<file path="src/rtl/vedic8x8_seq.sv">
// vedic8x8_seq: 8x8 unsigned multiplier that runs four nibble passes through a
// shared external 4x4 vedic core, with a per-wait timeout abort.
//
// state  | meaning
// IDLE   | waiting for start; captures operands on acceptance
// ISSUE  | nibble operands for pass k presented, mul_start raised
// WAIT   | request held until the core reports done, then accumulate
// DRAIN  | request dropped, waiting for the core done to fall
// FINISH | result, done (and error on abort) visible for one cycle
module vedic8x8_seq #(
  parameter int TIMEOUT = 32
) (
  input  logic        clk,
  input  logic        reset,
  input  logic        start,
  input  logic [7:0]  a,
  input  logic [7:0]  b,
  output logic [15:0] result,
  output logic        done,
  output logic        busy,
  output logic        error,
  output logic [3:0]  mul_a,
  output logic [3:0]  mul_b,
  output logic        mul_start,
  input  logic [7:0]  mul_result,
  input  logic        mul_done
);

  localparam int CW = (TIMEOUT > 1) ? $clog2(TIMEOUT) : 1;
  localparam logic [CW-1:0] CNT_LAST = CW'(TIMEOUT - 1);

  typedef enum logic [2:0] {
    IDLE   = 3'd0,
    ISSUE  = 3'd1,
    WAIT   = 3'd2,
    DRAIN  = 3'd3,
    FINISH = 3'd4
  } state_t;

  state_t        state;
  state_t        next_state;
  logic [7:0]    a_q;
  logic [7:0]    b_q;
  logic [15:0]   acc;
  logic [1:0]    k;
  logic [CW-1:0] cnt;

  logic          capture;
  logic          acc_en;
  logic          cnt_clr;
  logic          cnt_inc;
  logic          k_inc;
  logic          abort;

  logic [1:0]    k_issue;
  logic [7:0]    src_a;
  logic [7:0]    src_b;
  logic [3:0]    nib_a;
  logic [3:0]    nib_b;
  logic [15:0]   prod_ext;
  logic [15:0]   addend;

  always_comb begin
    next_state = state;
    capture    = 1'b0;
    acc_en     = 1'b0;
    cnt_clr    = 1'b0;
    cnt_inc    = 1'b0;
    k_inc      = 1'b0;
    abort      = 1'b0;
    case (state)
      IDLE: begin
        if (start) begin
          capture    = 1'b1;
          next_state = ISSUE;
        end
      end
      ISSUE: begin
        cnt_clr    = 1'b1;
        next_state = WAIT;
      end
      WAIT: begin
        if (mul_done) begin
          acc_en     = 1'b1;
          cnt_clr    = 1'b1;
          next_state = DRAIN;
        end else if (cnt == CNT_LAST) begin
          abort      = 1'b1;
          next_state = FINISH;
        end else begin
          cnt_inc = 1'b1;
        end
      end
      DRAIN: begin
        if (!mul_done) begin
          if (k == 2'd3) begin
            next_state = FINISH;
          end else begin
            k_inc      = 1'b1;
            next_state = ISSUE;
          end
        end else if (cnt == CNT_LAST) begin
          abort      = 1'b1;
          next_state = FINISH;
        end else begin
          cnt_inc = 1'b1;
        end
      end
      FINISH: begin
        next_state = IDLE;
      end
      default: begin
        next_state = IDLE;
      end
    endcase
  end

  // Operands for the pass about to be issued: bit 0 of k picks the a nibble,
  // bit 1 picks the b nibble. On acceptance the raw inputs are used directly.
  always_comb begin
    k_issue = capture ? 2'd0 : k + 2'd1;
    src_a   = capture ? a : a_q;
    src_b   = capture ? b : b_q;
    nib_a   = k_issue[0] ? src_a[7:4] : src_a[3:0];
    nib_b   = k_issue[1] ? src_b[7:4] : src_b[3:0];
  end

  always_comb begin
    prod_ext = {8'b0, mul_result};
    case (k)
      2'd0:    addend = prod_ext;
      2'd3:    addend = prod_ext << 8;
      default: addend = prod_ext << 4;
    endcase
  end

  always_ff @(posedge clk) begin
    if (reset) begin
      state <= IDLE;
    end else begin
      state <= next_state;
    end
  end

  always_ff @(posedge clk) begin
    if (reset) begin
      a_q       <= '0;
      b_q       <= '0;
      acc       <= '0;
      k         <= '0;
      cnt       <= '0;
      result    <= '0;
      done      <= 1'b0;
      busy      <= 1'b0;
      error     <= 1'b0;
      mul_a     <= '0;
      mul_b     <= '0;
      mul_start <= 1'b0;
    end else begin
      if (capture) begin
        a_q <= a;
        b_q <= b;
        acc <= '0;
        k   <= '0;
      end else begin
        if (k_inc) begin
          k <= k + 2'd1;
        end
        if (acc_en) begin
          acc <= acc + addend;
        end
      end

      if (cnt_clr) begin
        cnt <= '0;
      end else if (cnt_inc) begin
        cnt <= cnt + CW'(1);
      end

      if (next_state == ISSUE) begin
        mul_a <= nib_a;
        mul_b <= nib_b;
      end

      // Outputs are registered from next_state so they line up with the state
      // they describe rather than trailing it by a cycle.
      mul_start <= (next_state == ISSUE) || (next_state == WAIT);
      busy      <= (next_state != IDLE);
      done      <= (next_state == FINISH);
      error     <= abort;
      if (next_state == FINISH) begin
        result <= abort ? 16'h0000 : acc;
      end
    end
  end

endmodule

</file>
<file path="config.mk">
export PLATFORM = sky130hd
export DESIGN_NAME = vedic8x8_seq
export DESIGN_NICKNAME = d
export VERILOG_FILES = /design/src/rtl/vedic8x8_seq.sv
export SDC_FILE = /design/constraint.sdc
export NUM_CORES = 1
export LEC_CHECK = 0
export CAP_MARGIN = 25
export CORE_MARGIN = 5
export CORE_UTILIZATION = 51
export CTS_BUF_LIST = sky130_fd_sc_hd__clkbuf_8
export CTS_CLUSTER_DIAMETER = 60
export DETAILED_ROUTE_END_ITERATION = 10
export GPL_TIMING_DRIVEN = 0
export HOLD_SLACK_MARGIN = 0.12
export PLACE_DENSITY_LB_ADDON = 0.08
export SLEW_MARGIN = 15
export SYNTH_ARGS = -nofsm -noshare
export SYNTH_HDL_FRONTEND = slang
export SYNTH_SLANG_ARGS = --single-unit
</file>
<file path="constraint.sdc">
create_clock -name clk -period 3.41 [get_ports clk]
set_input_delay 0.682 -clock clk [delete_from_list [all_inputs] [get_ports clk]]
set_output_delay 0.682 -clock clk [all_outputs]
set_load 0.02 [all_outputs]
</file>
# ---- After elaboration in Yosys (flattened, before gate mapping)
# Index checks and enable logic that the tools add are counted.
dict set report totals {
  reg_bits 70
  output_inout_bits 28
}
dict set report op_classes {
  n_addsub 3
  eq_ne 8
  n_mux 29
  reduce_logical 6
}
# operator n
set op_table {}
lappend op_table {{$pmux W16 S2} 1}
lappend op_table {{$add A16 B16 Y16} 1}
lappend op_table {{$mux W16} 1}
lappend op_table {{$mux W8} 2}
lappend op_table {{$mux W3} 5}
lappend op_table {{$mux W1} 13}
lappend op_table {{$pmux W3 S4} 1}
lappend op_table {{$eq A3 B2 Y1 const B} 3}
lappend op_table {{$mux W4} 2}
lappend op_table {{$eq A3 B1 Y1 const B} 2}
lappend op_table {{$pmux W1 S2} 3}
lappend op_table {{$add A5 B1 Y5 const B} 1}
lappend op_table {{$eq A5 B5 Y1 const B} 1}
lappend op_table {{$reduce_or A2 Y1} 2}
lappend op_table {{$eq A3 B3 Y1 const B} 1}
lappend op_table {{$logic_not A3 Y1} 1}
lappend op_table {{$reduce_bool A3 Y1} 1}
lappend op_table {{$add A2 B1 Y2 const B} 1}
lappend op_table {{$eq A2 B2 Y1 const B} 1}
lappend op_table {{$logic_not A2 Y1} 1}
lappend op_table {{$mux W2} 1}
lappend op_table {{$logic_or A1 B1 Y1} 1}

# ---- Depth between registers and ports, before layout
dict set report depth {
  depth_word 6
  depth_mapped 15
  mapped_depth_nobuf 12
}

# ---- Least setup slack after synthesis
# OpenSTA, ideal clock, no wires.
dict set report synth_path {
  path_kind {register to register}
  startpoint {reg k[0]}
  endpoint {reg acc[15]}
  t_arrival_ns 3.153
  path_slack_ns 0.186
  stages_incl_launch_ff 15
  path_buffers 3
  synth_period_minus_slack_ns 3.224
  path_cell_list {dfxtp_1 > clkbuf_1 > inv_1 > ha_1 > clkbuf_1 > clkbuf_1 > nand2_1 > o21ai_0 > ha_1 > a21oi_2 > o221ai_1 > a211o_1 > o31ai_2 > mux2i_1 > mux2i_1}
}
dict set report synth_via {
  elab_chain_len 3
  elab_cells_between_ends 4
}
# element line_no
set synth_rtl {}
lappend synth_rtl {{from (decl)} 45} ;# logic [1:0] k;
lappend synth_rtl {{from (signal assigned)} 167} ;# k <= k + 2'd1;
lappend synth_rtl {{$eq A2 B2 Y1 / $logic_not A2 Y1 (equally long branches)} 130} ;# case (k)
lappend synth_rtl {{$pmux W16 S2 *} 130}
lappend synth_rtl {{$add A16 B16 Y16 *} 170} ;# acc <= acc + addend;
lappend synth_rtl {{to (signal assigned)} 170}
lappend synth_rtl {{to (decl)} 44} ;# logic [15:0] acc;
# Mark *: on every way between the ends. The rest lies on a longest branch, timed or not.
# A chain may end at the register's enable or synchronous reset.

# ---- Worst setup path in the final report
# Same ends and word-level chain as after synthesis.

==> results.ini <==
[synth]
synth_area_um2=3690
yosysTopAreaCellShare_pct=37.9
synth_edf_count=0
syn_area_per_cell_um2=7.86
synth_nets=519
ys_ff_latch=70
synth_cell_types=45
ys_seq_area_share_pct=37.9
synth.most_common_cell=nand2_1
synth.area.top_cells=dfxtp_1 38%, nand2_1 10%, a21oi_1 8.9%
yosysTopAreaCell=dfxtp_1
netlist_top_cells_count=98 x nand2_1, 70 x dfxtp_1, 66 x a21oi_1, 38 x nor2_1, 31 x nand3_1
ys_async_sr_fraction_pct=0
syn_inst=470
synthFlopType=dfxtp_1
yosysWarnings=0

[timing]
period_minus_slack_ns=3.13
drv_slew=0
hold_viol=0
hold_slack_ns=0.455
slew_headroom_pct=58.1
setup_tns_ns=0
setup_viol=0
max_freq_ghz=0.320
rsz0062_at_grt=false
tightest_slew_ns=0.626
skew_ns=0.00776
finalCritPeriodShare_pct=91.7

[global_route]
grt.overflow.total=0
first_global_vias=3300
met1_usage_pct=28.1
grt_usage_pct=22.0
antenna_found_initial=0
busiest_layer=met2
grt_max_degree=14
grt_pass1_wl_um=15600
use_met2_pct=36.6
use_met3_pct=3.79

[setup_path]
worstSetupStartpointType=flop
cp_data_required_time_ns=3.69
worst-path-max-fanout=13
cp.arrival_ns=3.40
crit_type=reg -> reg
end_kind=flop

[cts]
cts.sinks=70
hold_buffers=0
clk_pin_slew_ns=0.08
htreeDepth=3
cts_root_buffer=clkbuf_8
cts_buffers=9
clk_path_buf_depth=2
cts_tree=yes
clkLatencyLatePin_ns=0.34
cts_setup_buffers=0

[final_layout]
diodes=0
num-nets-final=583
fin_util_pct=64.1
areaGrowthSynthToFinish_pct=23.8
layoutNonFillerInstCount=638
drive_above_1_share_pct=10.2

[power]
powerDensity_nw_per_um2=420
leakage_nw=1.75
vdd_drop_max_mv=0.331
power_mw=1.92

[die]
io_pins=56
fp.dieH_um=95.1
core_area_um2=7140
fp-row-count=31
fp.dieW_um=95.1
start_util_pct=51.8
die_area_um2=9040

[place]
place_inst=624
place.gp.congestion=0.962
hpwl_um=6930
port_buffers=55

[detailed_routing]
route.final.wire_length_um=9310
wl_per_cell_um=14.6
num_vias=3400
drc=0
via_per_inst=5.33
drt_iter0_drc=112
dr.pass1.iters=4
postRouteAntennaNets=0

[flow_run]
maxCapViolCount=0

[run_status]
status=completed

[worst_hold_path]
min_path_type=reg -> reg

## stage by stage
stage / worst slack [ns] / instance area, um^2
floorplan: 0.186 / 3690
global placement: -0.481 / 4370
detailed placement: -0.520 / 4370
CTS: 0.0849 / 4550
global route: 0.0585 / 4570
finish: 0.284 / 4570
## critical path, stage by stage, from the launching register on
cell	delay [ns]
dfxtp_4	0.41
inv_1	0.08
ha_4	0.30
buf_2	0.19
o21ai_0	0.31
ha_1	0.37
nand4_1	0.15
o221ai_1	0.16
a211o_1	0.33
o31ai_2	0.21
mux2i_1	0.33
mux2i_1	0.22
## per-layer routing
| metal | vias up | wire, um |
|---|---|---|
| met2 | 71 | 4390 |
| li1 | 1736 | - |
| met3 | 18 | 371 |
| met4 | 0 | 201 |
| met5 | - | 0 |
| met1 | 1575 | 4350 |
## final cells by class
type / instances / area (um^2)
multi-input combinational: 368 / 2150
timing repair buffer: 55 / 551
inverter: 6 / 22.5
clock inverter: 7 / 65.1
clock buffer: 9 / 124
fill: 673 / 2560
buffer: 24 / 134
sequential: 70 / 1410
tap: 99 / 124
## flip-flops by register name (all words and copies together), names as in the netlist, 2 cells and up
signal  flops
acc        16
result     16
a_q         8
b_q         8
cnt         5
mul_a       4
mul_b       4
state       3
k           2
## cells in the final DEF (no fill, tap or decap), types with 6 or more instances in the layout
master	count
buf_2	8
mux2i_1	6
clkbuf_8	9
nand3_1	31
mux2_2	8
clkbuf_1	10
inv_1	6
nor2_1	38
xnor2_1	12
and2_1	9
a21oi_2	7
clkdlybuf4s50_1	55
nand2_1	98
o21ai_0	17
ha_1	18
a21oi_1	65
dfxtp_1	69
## power breakdown
group | total (mW) | internal [mW] | switching (mW)
Combinational | 0.382 | 0.165 | 0.217
Clock | 0.656 | 0.332 | 0.323
Sequential | 0.885 | 0.859 | 0.0263
Total | 1.92 | 1.36 | 0.567
## repair_timing
| item | 4_1_cts | 5_1_grt |
|---|---|---|
| endpoints found under the hold margin | 0 | 0 |
| gates cloned | 0 | 0 |
| endpoints found under the setup margin | 10 | 4 |
| resized for setup | 3 | 5 |
| pin swaps | 0 | 1 |
## final timing paths
path	startpoint	end	slack, ns	cells after the start
worst max-delay path	k[0]	acc[15]	0.28	11
worst min-delay path	result[6]	result[6]	0.46	2
worst max register to register	k[0]	acc[15]	0.28	11
worst min register to register	result[6]	result[6]	0.46	2
## cell families (layout without fill, tap and decap cells)
group           Yosys count  count (layout)  synth area share, %
simple gates            203             203                 24.4
compound gates          113             113                 17.8
flops                    70              70                 37.9
buf+inv                  32             101                 4.40
fa+ha+maj                21              21                 7.32
xor+xnor                 17              17                 4.03
mux                      14              14                 4.07
Note: power is estimated with default switching activity, not from simulation.
